## config.mk

```make
export PLATFORM = sky130hd
export DESIGN_NAME = ber_sync_sweep_flat
export DESIGN_NICKNAME = d
export VERILOG_FILES = /design/src/rtl/ber_pkg.sv /design/src/rtl/ber_sync_sweep_if.sv /design/src/rtl/ber_sat_counter.sv /design/src/rtl/ber_sync_sweep.sv /design/src/flat_wrapper.sv
export SDC_FILE = /design/constraint.sdc
export NUM_CORES = 1
export LEC_CHECK = 0
export ABC_AREA = 0
export ABC_CLOCK_PERIOD_IN_PS = 3300
export CAP_MARGIN = 10
export CORE_ASPECT_RATIO = 1.2
export CORE_MARGIN = 3
export CORE_UTILIZATION = 48
export CTS_CLUSTER_SIZE = 40
export DETAILED_ROUTE_END_ITERATION = 10
export PLACE_DENSITY = 0.84
export SETUP_SLACK_MARGIN = 0.4
export SYNTH_ARGS = -nofsm -noshare
export SYNTH_HDL_FRONTEND = slang
export SYNTH_HIERARCHICAL = 1
export SYNTH_SLANG_ARGS = --single-unit
```

## constraint.sdc

```tcl
create_clock -name clk -period 3.3 [get_ports clk]
set_input_delay 0.66 -clock clk [delete_from_list [all_inputs] [get_ports clk]]
set_output_delay 0.66 -clock clk [all_outputs]
set_load 0.01 [all_outputs]
```

## src/rtl/ber_pkg.sv

```systemverilog
// Shared definitions for the BER sync sweep sequencer.
// Holds the default sizing, where widths are derived from PRBS_LEN, and the
// FSM state encoding.
package ber_pkg;

    localparam int PRBS_LEN_DEF     = 511;
    localparam int ADDR_BITS_DEF    = $clog2(PRBS_LEN_DEF);
    localparam int ERR_WIN_BITS_DEF = $clog2(PRBS_LEN_DEF + 1);
    localparam int BER_CNT_BITS_DEF = 64;

    // Code 3 is unused and recovers to ST_IDLE.
    typedef enum logic [1:0] {
        ST_IDLE  = 2'd0,
        ST_SWEEP = 2'd1,
        ST_LOCK  = 2'd2
    } ber_state_e;

endpackage

```

## src/rtl/ber_sync_sweep_if.sv

```systemverilog
// Handshake bundle between the BER phase controller, the reference PRBS
// delay line and the sweep sequencer.
//   i_ctrl              symbol strobe, one cycle per baud
//   i_start_synchro     sweep phase active
//   i_addr_done         current offset window complete (level, gated by i_ctrl)
//   i_start_ber_counter sweep finished, start lock-phase counting
//   i_rx_bit            hard-decision received bit
//   i_ref_bit           delay-line bit at o_ref_addr, same cycle
//   o_ref_addr          delay-line read offset
interface ber_sync_sweep_if #(
    parameter int ADDR_BITS = 9
) ();
    logic                 i_ctrl;
    logic                 i_start_synchro;
    logic                 i_addr_done;
    logic                 i_start_ber_counter;
    logic                 i_rx_bit;
    logic                 i_ref_bit;
    logic [ADDR_BITS-1:0] o_ref_addr;

    modport master (
        output i_ctrl, i_start_synchro, i_addr_done, i_start_ber_counter,
        output i_rx_bit, i_ref_bit,
        input  o_ref_addr
    );

    modport slave (
        input  i_ctrl, i_start_synchro, i_addr_done, i_start_ber_counter,
        input  i_rx_bit, i_ref_bit,
        output o_ref_addr
    );
endinterface

```

## src/rtl/ber_sat_counter.sv

```systemverilog
// Saturating counter with a 1-bit increment.
//   clk      clock
//   i_clear  synchronous clear, highest priority
//   i_en     count enable
//   i_inc    increment value (0/1)
//   o_count  registered count; sticks at all-ones
module ber_sat_counter #(
    parameter int WIDTH = 64
) (
    input  logic             clk,
    input  logic             i_clear,
    input  logic             i_en,
    input  logic             i_inc,
    output logic [WIDTH-1:0] o_count
);
    logic [WIDTH-1:0] cnt_q, cnt_d;

    always_comb begin
        cnt_d = cnt_q;
        if (i_en && i_inc && !(&cnt_q))
            cnt_d = cnt_q + WIDTH'(1);
    end

    always_ff @(posedge clk) begin
        if (i_clear) cnt_q <= '0;
        else         cnt_q <= cnt_d;
    end

    assign o_count = cnt_q;
endmodule

```

## src/rtl/ber_sync_sweep.sv

```systemverilog
// Receiver BER-tester sequencer. Sweeps every reference PRBS offset,
// counts mismatches per offset window, keeps the offset with the fewest
// errors, then locks the delay line to it and runs long-term bit/error
// counters.
//   clk, i_reset      clock, synchronous active-high reset
//   i_en_rx           receiver enable; low clears like reset
//   bus               controller flags, rx/ref bits, delay-line address
//   o_state           FSM state (0 idle, 1 sweep, 2 lock)
//   o_sync_done       high in lock
//   o_best_addr       offset with minimum window errors
//   o_min_errors      error count of that window
//   o_bit_count       bits compared in lock (saturating)
//   o_err_count       errors in lock (saturating)
module ber_sync_sweep
    import ber_pkg::*;
#(
    parameter int PRBS_LEN     = PRBS_LEN_DEF,
    parameter int ADDR_BITS    = ADDR_BITS_DEF,
    parameter int ERR_WIN_BITS = ERR_WIN_BITS_DEF,
    parameter int BER_CNT_BITS = BER_CNT_BITS_DEF
) (
    input  logic                    clk,
    input  logic                    i_reset,
    input  logic                    i_en_rx,
    ber_sync_sweep_if.slave         bus,
    output logic [1:0]              o_state,
    output logic                    o_sync_done,
    output logic [ADDR_BITS-1:0]    o_best_addr,
    output logic [ERR_WIN_BITS-1:0] o_min_errors,
    output logic [BER_CNT_BITS-1:0] o_bit_count,
    output logic [BER_CNT_BITS-1:0] o_err_count
);
    ber_state_e              state_q;
    logic [ADDR_BITS-1:0]    addr_q, best_q, addr_inc, next_best;
    logic [ERR_WIN_BITS-1:0] win_q, min_q, tot, mm_w;
    logic                    clr, mm, win_better, lock_en, sync_done_q;

    assign clr = i_reset | ~i_en_rx;

    always_comb begin
        mm         = bus.i_rx_bit ^ bus.i_ref_bit;
        mm_w       = ERR_WIN_BITS'(mm);
        tot        = (&win_q) ? win_q : win_q + mm_w;
        // Strict compare: ties keep the earlier offset.
        win_better = bus.i_addr_done && (tot < min_q);
        // Best offset including a window closing on this very strobe.
        next_best  = win_better ? addr_q : best_q;
        addr_inc   = (addr_q == ADDR_BITS'(PRBS_LEN - 1)) ? '0 : addr_q + ADDR_BITS'(1);
    end

    always_ff @(posedge clk) begin
        if (clr) begin
            state_q     <= ST_IDLE;
            addr_q      <= '0;
            best_q      <= '0;
            min_q       <= '1;
            win_q       <= '0;
            sync_done_q <= 1'b0;
        end else begin
            case (state_q)
                ST_IDLE: begin
                    // The starting strobe already belongs to offset 0's window.
                    if (bus.i_ctrl && bus.i_start_synchro) begin
                        state_q <= ST_SWEEP;
                        win_q   <= mm_w;
                    end
                end
                ST_SWEEP: begin
                    if (bus.i_ctrl) begin
                        if (bus.i_addr_done) begin
                            if (win_better) begin
                                min_q  <= tot;
                                best_q <= addr_q;
                            end
                            win_q  <= '0;
                            addr_q <= addr_inc;
                        end else begin
                            win_q <= tot;
                        end
                        if (bus.i_start_ber_counter) begin
                            state_q     <= ST_LOCK;
                            sync_done_q <= 1'b1;
                            addr_q      <= next_best;
                        end
                    end
                end
                ST_LOCK: begin
                    // Address frozen; counting lives in the saturating counters.
                end
                default: begin
                    state_q     <= ST_IDLE;
                    addr_q      <= '0;
                    best_q      <= '0;
                    min_q       <= '1;
                    win_q       <= '0;
                    sync_done_q <= 1'b0;
                end
            endcase
        end
    end

    // The transition strobe is still seen in SWEEP, so its mismatch is not counted.
    assign lock_en = bus.i_ctrl && (state_q == ST_LOCK);

    ber_sat_counter #(.WIDTH(BER_CNT_BITS)) u_bit_cnt (
        .clk     (clk),
        .i_clear (clr),
        .i_en    (lock_en),
        .i_inc   (1'b1),
        .o_count (o_bit_count)
    );

    ber_sat_counter #(.WIDTH(BER_CNT_BITS)) u_err_cnt (
        .clk     (clk),
        .i_clear (clr),
        .i_en    (lock_en),
        .i_inc   (mm),
        .o_count (o_err_count)
    );

    assign bus.o_ref_addr = addr_q;
    assign o_state        = state_q;
    assign o_sync_done    = sync_done_q;
    assign o_best_addr    = best_q;
    assign o_min_errors   = min_q;
endmodule

```

## src/flat_wrapper.sv

```systemverilog
// flat-port wrapper written by rule: the top's interface ports become plain ports
module ber_sync_sweep_flat import ber_pkg::*;
#(
    parameter int PRBS_LEN     = PRBS_LEN_DEF,
    parameter int ADDR_BITS    = ADDR_BITS_DEF,
    parameter int ERR_WIN_BITS = ERR_WIN_BITS_DEF,
    parameter int BER_CNT_BITS = BER_CNT_BITS_DEF
)
  (clk, i_reset, i_en_rx, o_state, o_sync_done, o_best_addr, o_min_errors, o_bit_count, o_err_count, bus_i_ctrl, bus_i_start_synchro, bus_i_addr_done, bus_i_start_ber_counter, bus_i_rx_bit, bus_i_ref_bit, bus_o_ref_addr);
  ber_sync_sweep_if #(.ADDR_BITS(ADDR_BITS)) bus_i ();
  input  logic clk;
  input  logic i_reset;
  input  logic i_en_rx;
  output logic [1:0] o_state;
  output logic o_sync_done;
  output logic [ADDR_BITS-1:0] o_best_addr;
  output logic [ERR_WIN_BITS-1:0] o_min_errors;
  output logic [BER_CNT_BITS-1:0] o_bit_count;
  output logic [BER_CNT_BITS-1:0] o_err_count;
  input wire logic [$bits(bus_i.i_ctrl)-1:0] bus_i_ctrl;
  input wire logic [$bits(bus_i.i_start_synchro)-1:0] bus_i_start_synchro;
  input wire logic [$bits(bus_i.i_addr_done)-1:0] bus_i_addr_done;
  input wire logic [$bits(bus_i.i_start_ber_counter)-1:0] bus_i_start_ber_counter;
  input wire logic [$bits(bus_i.i_rx_bit)-1:0] bus_i_rx_bit;
  input wire logic [$bits(bus_i.i_ref_bit)-1:0] bus_i_ref_bit;
  output wire logic [$bits(bus_i.o_ref_addr)-1:0] bus_o_ref_addr;
  assign bus_i.i_ctrl = bus_i_ctrl;
  assign bus_i.i_start_synchro = bus_i_start_synchro;
  assign bus_i.i_addr_done = bus_i_addr_done;
  assign bus_i.i_start_ber_counter = bus_i_start_ber_counter;
  assign bus_i.i_rx_bit = bus_i_rx_bit;
  assign bus_i.i_ref_bit = bus_i_ref_bit;
  assign bus_o_ref_addr = bus_i.o_ref_addr;
  ber_sync_sweep #(.PRBS_LEN(PRBS_LEN), .ADDR_BITS(ADDR_BITS), .ERR_WIN_BITS(ERR_WIN_BITS), .BER_CNT_BITS(BER_CNT_BITS)) u_core (.clk(clk), .i_reset(i_reset), .i_en_rx(i_en_rx), .bus(bus_i), .o_state(o_state), .o_sync_done(o_sync_done), .o_best_addr(o_best_addr), .o_min_errors(o_min_errors), .o_bit_count(o_bit_count), .o_err_count(o_err_count));
endmodule
```

After elaboration in Yosys (flattened, before gate mapping) --
Index checks and enable logic that the tools add are counted.
Storage, ports and cells: ROM bits 0, logic and storage cells 71, memories kept 0, bits of input ports 9, latch bits 0, register bits 167, bits in writable memories 0, output and inout bits 158
Operators by class: $lt $le $gt $ge 1, muxes and demuxes 25, div/mod/pow operators 0, shifts and indexed selects 0, eq/ne operators 9, reduce and logical (&&, ||, !) cells 19, add/subtract/negate cells 4, $mul 0, bitwise gates (word level) 5
Operator list (number):
- $add 64x1->64 const B | 2
- $reduce_and 64->1 | 2
- $mux 9 | 14
- $pmux 9 s2 | 3
- $pmux 9 s3 | 1
- $reduce_and 3->1 | 4
- $add 9x1->9 | 1
- $add 9x1->9 const B | 1
- $eq 9x9->1 const B | 1
- $lt 9x9->1 | 1
- $reduce_and 9->1 | 1
- $reduce_and 4->1 | 2
- $logic_and 1x1->1 | 6
- $mux 2 | 3
- $ne 2x2->1 const B | 3
- $pmux 2 s3 | 1
- $ne 2x1->1 const B | 2
- $ne 3x3->1 const B | 1
- $not 1->1 | 3
- $eq 2x1->1 const B | 1
- $eq 2x2->1 const B | 1
- $logic_not 1->1 | 2
- $logic_not 2->1 | 1
- $mux 1 | 2
- 4 further kinds | 4

Logic depth before layout (Yosys ltp) --
depth after elaboration 9, depth in mapped cells 13, depth with buffers taken out 12

Cells and area by module --
Netlist, hierarchy kept.
Modules (own cells, without submodules):
- ber_sat_counter | area an instance 3438.3 um2, sequential area each 1281.2 um2, instances 2, cells an instance 421
- ber_sync_sweep | area an instance 2473.6 um2, sequential area each 780.7 um2, instances 1, cells an instance 303

Worst setup path after synthesis --
OpenSTA, ideal clock, no wires.
path kind input-to-reg, from input port bus_i_ref_bit, to register u_core.addr_q[5], in the netlist u_core/bus.o_ref_addr[5], arrival 3.341 ns, setup time 0.117 ns, required time 3.183 ns, path buffers 1, path slack -0.158 ns, stages 13, cell sequence xor2_1 > ha_1 > and2_1 > o21ai_0 > o21a_1 > or2_2 > ha_1 > a21oi_1 > o2111ai_1 > a311oi_4 > buf_2 > mux2i_1 > nand2_1
On the way: word-level cells in the longest chain between the ends 9
RTL lines:
- start, declared | line flat_wrapper.sv:25 | input wire logic [$bits(bus_i.i_ref_bit)-1:0] bus_i_ref_bit;
- $xor 1x1->1 | line ber_sync_sweep.sv:41 | mm = bus.i_rx_bit ^ bus.i_ref_bit;
- $add 9x1->9 | line ber_sync_sweep.sv:43 | tot = (&win_q) ? win_q : win_q + mm_w;
- $mux 9 | line ber_sync_sweep.sv:43
- $lt 9x9->1 | line ber_sync_sweep.sv:45 | win_better = bus.i_addr_done && (tot < min_q);
- $logic_and 1x1->1 | line ber_sync_sweep.sv:45
- $mux 9 (3 in a row)
- $pmux 9 s2
- end signal, assigned | line ber_sync_sweep.sv:76 | addr_q <= addr_inc;
- end signal, assigned | line ber_sync_sweep.sv:83 | addr_q <= next_best;
- end, declared | line ber_sync_sweep.sv:34 | logic [ADDR_BITS-1:0] addr_q, best_q, addr_inc, next_best;
Every way passes these cells. The select of a mux whose other input is x is not followed. A chain may end at the register's enable or synchronous reset.

Worst setup path after layout --
from input port bus_i_ref_bit, to register u_core.best_q[4], in the netlist u_core/o_best_addr[4]
On the way: word-level cells in the longest chain between the ends 9
RTL lines:
- $xor 1x1->1 | line ber_sync_sweep.sv:41
- named net u_core.mm | line ber_sync_sweep.sv:36 | logic clr, mm, win_better, lock_en, sync_done_q;
- $add 9x1->9 | line ber_sync_sweep.sv:43
- $mux 9 | line ber_sync_sweep.sv:43
- $lt 9x9->1 | line ber_sync_sweep.sv:45
- $logic_and 1x1->1 | line ber_sync_sweep.sv:45
- $mux 9 (3 in a row)
- $pmux 9 s2
- end signal, assigned | line ber_sync_sweep.sv:73 | best_q <= addr_q;
- end, declared | line ber_sync_sweep.sv:34
The timed path passes the listed nets, and every way through them passes these cells. The select of a mux whose other input is x is not followed.

==> impl_metrics.ini <==
[outcome]
status = completed

[synthesis]
synth_edf_count = 0
synth_xor_area_frac = 0.0525
yosys_warnings = 6
ys_ff_latch = 167
seq_area_frac_synth = 0.358
netlist_area_um2 = 9350
synth_top_area_cell = dfxtp_1
synth_area_leaders = dfxtp_1 (36%), nor2_1 (4.8%), nand4_1 (4.8%)
synthAdderAreaFrac = 0.0187
synthCells = 1145
synthFlopType = dfxtp_1
synth_cell_type_count = 64
synth-simple-area-share = 0.329
syn_avg_cell_area_um2 = 8.17
synthMuxAreaShare = 0.0391
async_flop_share = 0
synth_top_area_frac = 0.358
synth-compound-area-share = 0.157
synth_top_family_by_area = simple AND/OR/NAND/NOR gates

[critical_path]
critical_path.endpoint_type = register
critPathLaunch = bus_i_ref_bit
cp.arrival_ns = 3.31
cp_slowest_cell = a311oi_4
crit_path_max_incr_delay_ns = 0.35
crit_fanout = 8
crit_chain = buf_8 > xor2_4 > ha_2 > and2_4 > o21ai_4 > o21a_1 > or2_4 > ha_4 > a21oi_2 > o2111ai_2 > a311oi_4 > buf_6 > buf_8 > a21oi_2 > a22o_1
start_kind = primary input
rr_startpoint = u_core/win_q[3]$_SDFFE_PP0P_
cp.required_ns = 3.61
crit_type = primary input to register

[sta]
grt_setup_unrepaired = true
period_share = 0.909
setup_viol_count_final = 0
fmax_mhz = 333
fin_hold_ws_ns = 0.499
period_needed_ns = 3.00
finalClockSkew_ns = 0.0127
tightest_slew_ns = 0.819
slew_viol_final = 0
max_slew_margin = 0.449
finalHoldViolCount = 0

[final_layout]
nets = 1355
drive_gt1_frac = 0.109
final_cell_mix = dfxtp_1 (166), clkdlybuf4s50_1 (164), nor2_1 (118)
syn2layout_area_growth_pct = 31.9
diodes = 0
utilization = 0.649
layout_commonest_cell = dfxtp_1

[placed_design]
gp_congestion = 0.927
place_hpwl_mm = 19.6
io_buffers = 166

[power]
peakVddDrop_mv = 0.330
leakagePower_uw = 0.00405
power_density_nw_per_um2 = 343

[floorplan]
die_height_um = 159
dieArea_um2 = 21200
design.core.area_um2 = 19000
io_pins = 167
initial_core_util = 0.492
die_w_um = 133
num_rows = 55

[clock_tree]
clk_latency_ns = 0.43
clkTransAtPathRegs_ns = 0.06
ctsHoldBuffers = 0
root_buffer = clkbuf_16
cts.sinks = 167
clock_path_buffers = 2
cts_tree = built
htree_levels = 4
cts_made_buffers = 17

[detailed_routing]
vias_per_cell = 6.12
post_drt_wl_per_cell_um = 17.5
dr.pass1.iters = 6
vias = 9796
final_antenna_net_count = 0
dr.first_iter.drc_count = 948
drc_errors = 0
wl_mm = 28.0

[global_routing]
grt_max_degree = 64
grt_pass1_wl_mm = 45.3
grt_pass1_vias = 9153
grt-ovfl-total = 0
track_usage = 0.253
antenna_found_initial = 0

[hold_path]
worstHoldStart = u_core/o_sync_done$_SDFFE_PP0P_
hp-class = register to register

[flow_run]
max_cap_violations = 0
==> worst paths after layout <==
path,end,slack [ns],cells past startpoint
max,u_core/o_best_addr[4]$_SDFFE_PP0P_,0.30,15
max reg2reg,u_core/o_best_addr[4]$_SDFFE_PP0P_,0.36,12
min reg2reg,u_core/o_sync_done$_SDFFE_PP0P_,0.50,2
min,u_core/o_sync_done$_SDFFE_PP0P_,0.50,2
==> flip-flops by register name, indices dropped and copies added, names as in the netlist <==
register	flops
u_core/win_q	9
u_core/o_min_errors	9
u_core/o_state	2
u_core/bus.o_ref_addr	9
u_core/o_best_addr	9
u_core/u_bit_cnt/o_count	64
u_core/o_sync_done	1
u_core/u_err_cnt/o_count	64
==> metal layers <==
layer / track usage / wire length (um) / vias up
li1: - / - / 4641
met2: 0.413 / 13700 / 376
met4: 0.0945 / 583 / 0
met1: 0.319 / 11700 / 4727
met3: 0.0678 / 1970 / 52
met5: 0 / 0 / -
==> synth_stat cells, types with 10 or more instances <==
library cell    n
xor2_1         31
and3_1         30
nand4_1        71
or4_1          30
a21oi_1        76
nand2_1        69
mux2i_1        14
nor2_1        119
dfxtp_1       167
and4_1         23
clkbuf_1       35
nor2b_1        28
and2_1         13
or3_1          31
nor4_1         30
a22o_1         10
o21ai_0        25
inv_1          33
ha_1           14
nand3_1        58
o31ai_1        23
o211ai_1       10
o21ai_1        28
nor3_1         27
xnor2_1        25
==> worst max-delay path, delay by kind of cell <==
family / cells / cell delay [ns]
xor+xnor: 1 / 0.21
simple gates: 2 / 0.40
buf+inv: 3 / 0.39
compound gates: 7 / 1.20
fa+ha+maj: 2 / 0.43
==> layout make-up <==
cell class / instances / area [um2]
well taps: 256 / 320
clock inverters: 13 / 170
multi-input cells: 890 / 5750
inverters: 34 / 130
clock buffers: 19 / 443
fillers: 1596 / 6660
flip-flops and latches: 167 / 3340
repair buffers: 222 / 2180
==> cells by family (layout without fill, tap and decap cells) <==
family | count (synthesis) | count (layout)
multiplexers | 32 | 32
adder cells (fa/ha/maj) | 14 | 14
AO/OA/AOI/OAI | 226 | 230
XOR/XNOR | 56 | 56
AND/OR/NAND/NOR | 556 | 556
other | 1 | 2
flip-flops | 167 | 167
buffers and inverters | 93 | 288
==> where the power goes <==
group	internal (uW)	leakage, uW	switching [uW]
sequential	2020	0.00135	2.81
clock	1220	0.000296	851
combinational	50.8	0.00241	83.8
total	3290	0.00405	937
==> timing repair <==
item | CTS | global route
resized for setup | 25 | 15
endpoints found under the setup margin | 36 | 85
pin swaps | 23 | 15
setup buffers | 4 | 7
gates cloned | 3 | 2
==> through the flow <==
step                      worst slack, ns  area [um2]  power [uW]  std cells  TNS (ns)
after global routing                0.173       12300        4360       1601         0
after detailed placement           -0.651       11400        2180       1553    -15.89
final                               0.300       12300        4230       1601         0
after floorplan                     0.106        9420        2140       1146         0
after CTS                           0.348       12200        4250       1592         0
after global placement             -0.574       11400        2180       1553    -13.61
No activity file was read; power rests on OpenSTA's default activity.
